### src/rtl/serial_subtractor_pkg.sv
// Shared types and sizing helpers for the chunk-serial subtractor.
package serial_subtractor_pkg;

  // Operation sequencing states.
  typedef enum logic [1:0] {
    IDLE = 2'd0,
    RUN  = 2'd1,
    DONE = 2'd2
  } state_e;

  // Default geometry; instances override through module parameters.
  localparam int N_DEFAULT = 64;
  localparam int W_DEFAULT = 8;
  localparam int CHUNKS    = N_DEFAULT / W_DEFAULT;
  localparam int CNT_W     = (CHUNKS <= 1) ? 1 : $clog2(CHUNKS);

  // Number of W-bit chunks making up one N-bit operand.
  function automatic int chunk_count(input int n, input int w);
    return n / w;
  endfunction

  // Chunk counter width; never narrower than one bit so W==N still has a counter.
  function automatic int cnt_width(input int n, input int w);
    return ((n / w) <= 1) ? 1 : $clog2(n / w);
  endfunction

endpackage

### src/rtl/serial_subtractor_chunk_sub.sv
// One W-bit slice of the subtractor: {bo, d} = x - z - bi.
// Built as an adder (x + ~z + ~bi) so it maps onto ordinary carry chains;
// the borrow out is the inverted carry out.
module chunk_sub
  import serial_subtractor_pkg::*;
#(
  parameter int W = 8
) (
  input  logic [W-1:0] x,
  input  logic [W-1:0] z,
  input  logic         bi,
  output logic [W-1:0] d,
  output logic         bo
);

  logic [W:0] sum;

  // Add the inverted subtrahend with the inverted borrow as carry-in.
  always_comb begin
    sum = {1'b0, x} + {1'b0, ~z} + {{W{1'b0}}, ~bi};
    d   = sum[W-1:0];
    bo  = ~sum[W];
  end

endmodule

### src/rtl/serial_subtractor.sv
// Multi-cycle subtractor y = a - b - bin, W bits per cycle, LSB chunk first.
//
// state | meaning
// ------+--------------------------------------------------------------
// IDLE  | waiting for operands; in_ready high (unless rst)
// RUN   | one chunk per cycle through chunk_sub, borrow carried in brw_q
// DONE  | result held on y/bout/ovf with out_valid until out_ready
module serial_subtractor
  import serial_subtractor_pkg::*;
#(
  parameter int N = 64,
  parameter int W = 8
) (
  input  logic         clk,
  input  logic         rst,
  input  logic         in_valid,
  output logic         in_ready,
  input  logic [N-1:0] a,
  input  logic [N-1:0] b,
  input  logic         bin,
  output logic         out_valid,
  input  logic         out_ready,
  output logic [N-1:0] y,
  output logic         bout,
  output logic         ovf
);

  localparam int NCHUNK = chunk_count(N, W);
  localparam int CW     = cnt_width(N, W);

  // A non-integral chunk count would silently drop the top bits.
  if ((W < 1) || (W > N) || ((N % W) != 0)) begin : g_bad_geometry
    $fatal(1, "serial_subtractor: N must be a positive multiple of W");
  end

  state_e          state_q, state_d;
  logic [CW-1:0]   cnt_q, cnt_d;
  logic [N-1:0]    a_q, a_d;
  logic [N-1:0]    b_q, b_d;
  logic            brw_q, brw_d;
  logic            a_msb_q, a_msb_d;
  logic            b_msb_q, b_msb_d;
  logic [N-1:0]    y_q, y_d;
  logic            bout_q, bout_d;
  logic            ovf_q, ovf_d;

  logic [W-1:0]    chunk_d;
  logic            chunk_bo;
  logic [N-1:0]    y_shift;
  logic            last_chunk;

  // The operand registers shift right, so the active chunk is always the low W bits.
  chunk_sub #(.W(W)) u_chunk_sub (
    .x  (a_q[W-1:0]),
    .z  (b_q[W-1:0]),
    .bi (brw_q),
    .d  (chunk_d),
    .bo (chunk_bo)
  );

  // Results enter at the top and walk down; after NCHUNK shifts chunk 0 sits at bit 0.
  if (W == N) begin : g_single_chunk
    assign y_shift = chunk_d;
  end else begin : g_multi_chunk
    assign y_shift = {chunk_d, y_q[N-1:W]};
  end

  assign last_chunk = (cnt_q == CW'(NCHUNK - 1));

  // Next-state and datapath update for the sequencer.
  always_comb begin
    state_d = state_q;
    cnt_d   = cnt_q;
    a_d     = a_q;
    b_d     = b_q;
    brw_d   = brw_q;
    a_msb_d = a_msb_q;
    b_msb_d = b_msb_q;
    y_d     = y_q;
    bout_d  = bout_q;
    ovf_d   = ovf_q;

    case (state_q)
      IDLE: begin
        if (in_valid) begin
          a_d     = a;
          b_d     = b;
          brw_d   = bin;
          a_msb_d = a[N-1];
          b_msb_d = b[N-1];
          cnt_d   = '0;
          state_d = RUN;
        end
      end
      RUN: begin
        a_d   = a_q >> W;
        b_d   = b_q >> W;
        brw_d = chunk_bo;
        y_d   = y_shift;
        cnt_d = cnt_q + CW'(1);
        if (last_chunk) begin
          // The final chunk carries the result sign bit in its top position.
          bout_d  = chunk_bo;
          ovf_d   = (a_msb_q != b_msb_q) && (chunk_d[W-1] != a_msb_q);
          cnt_d   = '0;
          state_d = DONE;
        end
      end
      DONE: begin
        if (out_ready) begin
          state_d = IDLE;
        end
      end
      default: begin
        state_d = IDLE;
      end
    endcase
  end

  // State register; reset discards any operation in flight.
  always_ff @(posedge clk) begin
    if (rst) begin
      state_q <= IDLE;
      cnt_q   <= '0;
      a_q     <= '0;
      b_q     <= '0;
      brw_q   <= 1'b0;
      a_msb_q <= 1'b0;
      b_msb_q <= 1'b0;
      y_q     <= '0;
      bout_q  <= 1'b0;
      ovf_q   <= 1'b0;
    end else begin
      state_q <= state_d;
      cnt_q   <= cnt_d;
      a_q     <= a_d;
      b_q     <= b_d;
      brw_q   <= brw_d;
      a_msb_q <= a_msb_d;
      b_msb_q <= b_msb_d;
      y_q     <= y_d;
      bout_q  <= bout_d;
      ovf_q   <= ovf_d;
    end
  end

  // Handshake flags come only from registered state (and rst), never from the inputs.
  always_comb begin
    in_ready  = (state_q == IDLE) && !rst;
    out_valid = (state_q == DONE);
    y         = y_q;
    bout      = bout_q;
    ovf       = ovf_q;
  end

endmodule

### config.mk
export PLATFORM = sky130hd
export DESIGN_NAME = serial_subtractor
export DESIGN_NICKNAME = d
export VERILOG_FILES = /design/src/rtl/serial_subtractor_pkg.sv /design/src/rtl/serial_subtractor_chunk_sub.sv /design/src/rtl/serial_subtractor.sv
export SDC_FILE = /design/constraint.sdc
export NUM_CORES = 1
export LEC_CHECK = 0
export CORE_MARGIN = 2
export CORE_UTILIZATION = 40
export DETAILED_ROUTE_END_ITERATION = 6
export GPL_TIMING_DRIVEN = 0
export PLACE_DENSITY = 0.69
export SYNTH_ARGS = -nofsm -noshare
export SYNTH_HDL_FRONTEND = slang
export SYNTH_SLANG_ARGS = --single-unit
### constraint.sdc
create_clock -name clk -period 2 [get_ports clk]
set_input_delay 0.5 -clock clk [delete_from_list [all_inputs] [get_ports clk]]
set_output_delay 0.5 -clock clk [all_outputs]
set_load 0.01 [all_outputs]
==> impl_metrics.sql <==
INSERT INTO impl_metrics (metric_group, metric, value, unit) VALUES
('setup_path', 'cp_data_required_time', '2.39', 'ns'),
('sta', 'timing.final.crit_period', '1.98', 'ns'),
('setup_path', 'max_stage_delay', '0.39', 'ns'),
('logic_synthesis', 'synth_area_leader_cell', 'dfxtp_1', ''),
('drt', 'vias_per_cell', '5.15', ''),
('drt', 'route.detailed.wl_per_inst', '15.9', 'µm'),
('logic_synthesis', 'synth_top_cells_by_count', '375 x nand2_1, 202 x dfxtp_1, 122 x nor2_1', ''),
('power_and_ir_drop', 'power.leakage', '4.25', 'nW'),
('power_and_ir_drop', 'pwr_density_cell', '876', 'nW/µm²'),
('die', 'floorplan.initialDensity', '0.410', ''),
('logic_synthesis', 'synth_top_cell_area_share', '0.485', ''),
('clock_tree', 'clk_pin_slew_worst_paths', '0.06', 'ns'),
('setup_path', 'timing.critical_path.max_delay_family', 'adder cells', ''),
('die', 'floorplan.rows', '52', ''),
('sta', 'finalWorstSetupSlack', '0.0222', 'ns'),
('logic_synthesis', 'ys.warnings.count', '0', ''),
('logic_synthesis', 'post_synth.cell_area_avg', '7.78', 'µm²'),
('place', 'gp_routability_congestion', '0.856', ''),
('power_and_ir_drop', 'p_int', '0.00739', 'W'),
('sta', 'fmaxAchievable', '506', 'MHz'),
('place', 'dp.final_hpwl', '19200', 'µm'),
('drt', 'routed-via-count', '8141', ''),
('cells_and_area', 'areaGrowthSynthToFinish', '37.1', '%'),
('global_routing', 'grt_pass1_wl', '39400', 'µm'),
('place', 'place.port_buffers', '199', ''),
('cells_and_area', 'nNetsFinal', '1443', ''),
('setup_path', 'timing.critical_path.fanout_max', '3', ''),
('drt', 'firstDrtPassIters', '5', ''),
('power_and_ir_drop', 'logic_pwr_share', '0.164', ''),
('power_and_ir_drop', 'p_switching', '0.00263', 'W'),
('power_and_ir_drop', 'clock_power_share', '0.389', ''),
('die', 'die_y', '148', 'µm'),
('setup_path', 'critPathKind', 'reg -> reg', ''),
('run', 'cap_violations', '0', ''),
('setup_path', 'critPathBufInv', '1', ''),
('logic_synthesis', 'synth-seq-cells', '202', ''),
('global_routing', 'via_count_of_the_first_global_routing_pass', '7710', ''),
('clock_tree', 'clockRootBuffer', 'clkbuf_16', ''),
('status', 'status', 'completed', ''),
('logic_synthesis', 'synth-async-reset-ratio', '0', ''),
('sta', 'final_min_period_over_clock_period', '0.989', ''),
('drt', 'wl', '25200', 'µm'),
('die', 'io_pins', '201', ''),
('logic_synthesis', 'primary_ff_master_synth', 'dfxtp_1', ''),
('clock_tree', 'clkSinkCount', '202', ''),
('setup_path', 'setup.worst_path.start_class', 'flip-flop', ''),
('min_path', 'kind_of_path_behind_the_tightest_hold_check', 'reg -> reg', ''),
('logic_synthesis', 'yosysSeqAreaShare', '0.485', ''),
('power_and_ir_drop', 'irDropWorstVdd', '0.000515', 'V'),
('clock_tree', 'cts_htree_levels', '1', ''),
('sta', 'unrepaired_setup_endpoints_after_global_routing', 'true', ''),
('logic_synthesis', 'netlist_top_cells_area', 'dfxtp_1 48%, nand2_1 17%, a311oi_1 12%', ''),
('sta', 'finClkSkew', '0.0104', 'ns'),
('clock_tree', 'clock_tree.buffer_depth', '3', ''),
('cells_and_area', 'post-route-cell-area', '11400', 'µm²'),
('die', 'die_outline_area', '22000', 'µm²'),
('sta', 'final_setup_violation_count', '0', ''),
('logic_synthesis', 'synth_edf_count', '0', ''),
('clock_tree', 'clock_insertion_delay_worst_skew', '0.50', 'ns'),
('sta', 'final-hold-violation-count', '0', ''),
('place', 'placed_cell_area', '10700', 'µm²'),
('drt', 'number_of_drc_markers_in_iteration_0', '475', ''),
('cells_and_area', 'antennaDiodeCount', '0', ''),
('power_and_ir_drop', 'power.share.sequential', '0.448', ''),
('setup_path', 'timing.critical_path.arrival', '2.37', 'ns'),
('global_routing', 'number_of_antenna_violations_at_the_first_check_in_global_routing', '1', ''),
('global_routing', 'grt_max_degree', '13', ''),
('sta', 'slew_at_the_pin_closest_to_its_max_slew_limit', '0.650', 'ns'),
('setup_path', 'critical_path.slowest_cell', 'fa_2', ''),
('die', 'coreArea', '20400', 'µm²'),
('global_routing', 'globalRouteOverflowTotal', '0', '');
==> routing by layer <==
| metal | global-route usage | part of all wire | vias up |
|---|---|---|---|
| met5 | 0 | 0.00052 | - |
| met4 | 0.0552 | 0.018 | 2 |
| met3 | 0.0396 | 0.075 | 38 |
| met2 | 0.366 | 0.47 | 269 |
| met1 | 0.300 | 0.44 | 3722 |
| li1 | - | - | 4110 |
==> flip-flops by register name, indices dropped and copies added (netlist names) <==
signal / cells
a_msb_q: 1
state_q: 2
b_q: 64
cnt_q: 3
a_q: 64
bout: 1
y: 64
brw_q: 1
ovf: 1
b_msb_q: 1
==> power groups by stage <==
stage / combinational [W] / clock (W) / sequential [W]
2_1_floorplan: 0.000961 / 0 / 0.00453
4_1_cts: 0.00164 / 0.00394 / 0.00448
3_5_place_dp: 0.00159 / 0 / 0.00457
5_1_grt: 0.00181 / 0.00413 / 0.00451
6_report: 0.00164 / 0.00390 / 0.00449
3_3_place_gp: 0.00158 / 0 / 0.00456
==> final timing paths <==
check	from	end	slack (ns)	depth (start not counted)
max	b_q[0]	bout	0.02	8
min	y[5]	y[5]	0.45	2
max reg2reg	b_q[0]	bout	0.02	8
min reg2reg	y[5]	y[5]	0.45	2
==> cells in the final DEF, fill, tap and decap left out, types with 2 or more instances in the layout <==
master	netlist	layout
nand2_1	375	375
dfxtp_1	202	198
clkdlybuf4s50_1	0	196
nor2_1	122	122
a311oi_1	112	112
a21oi_1	91	88
clkbuf_1	43	48
buf_2	37	37
clkbuf_16	0	23
nand3_1	17	17
buf_4	10	14
inv_1	11	10
ha_1	9	9
clkbuf_8	0	4
buf_1	4	4
o21ai_0	5	4
dfxtp_2	0	4
nand2b_1	3	3
a21oi_2	0	3
clkinv_2	0	3
and2_1	2	2
nor2b_1	3	2
nand3b_1	2	2
a211oi_2	2	2
xor2_1	2	2
o21bai_1	2	2
a21o_1	2	2
xnor2_1	2	2
nor4_1	2	2
fa_2	0	2
dlygate4sd2_1	0	2
==> worst reg2reg max path, delay by kind of cell (launching register included) <==
family / cells / cell delay, ns
buf+inv: 1 / 0.05
compound gates: 4 / 0.68
simple gates: 1 / 0.05
flops: 1 / 0.33
fa+ha+maj: 2 / 0.76
==> timing repair <==
action	4_1_cts	5_1_grt
gates resized for setup	13	6
endpoints found under the setup margin	6	6
gates cloned	0	0
hold buffers	0	0
buffers inserted	3	1
pin swaps	7	7
==> cell type report <==
class                      instances  area, µm²  share of cell area
buffer                            94        448              0.0392
multi-input combinational        765       3850               0.337
timing repair buffer             203       2020               0.177
tap                              270        338              0.0295
clock inverter                     4       45.0             0.00394
sequential                       202       4050               0.354
inverter                          11       41.3             0.00361
clock buffer                      33        643              0.0562
==> cells by family after synthesis <==
group / after synthesis / synth area share
AND/OR/NAND/NOR: 532 / 0.249
AO/OA/AOI/OAI: 218 / 0.186
flip-flops: 202 / 0.485
buffers and inverters: 105 / 0.0573
adder cells (fa/ha/maj): 11 / 0.0183
XOR/XNOR: 4 / 0.00420
==> metrics by stage <==
step	TNS, ns	hold WS [ns]	instances	total power [W]
floorplan	0	0.436	1072	0.00549
global placement	-13.61	0.443	1541	0.00614
detailed placement	-15.10	0.447	1541	0.00616
CTS	0	0.454	1581	0.0101
global route	-0.194	0.480	1582	0.0105
finish	0	0.454	1582	0.0100
No activity file was read; power rests on OpenSTA's default activity.
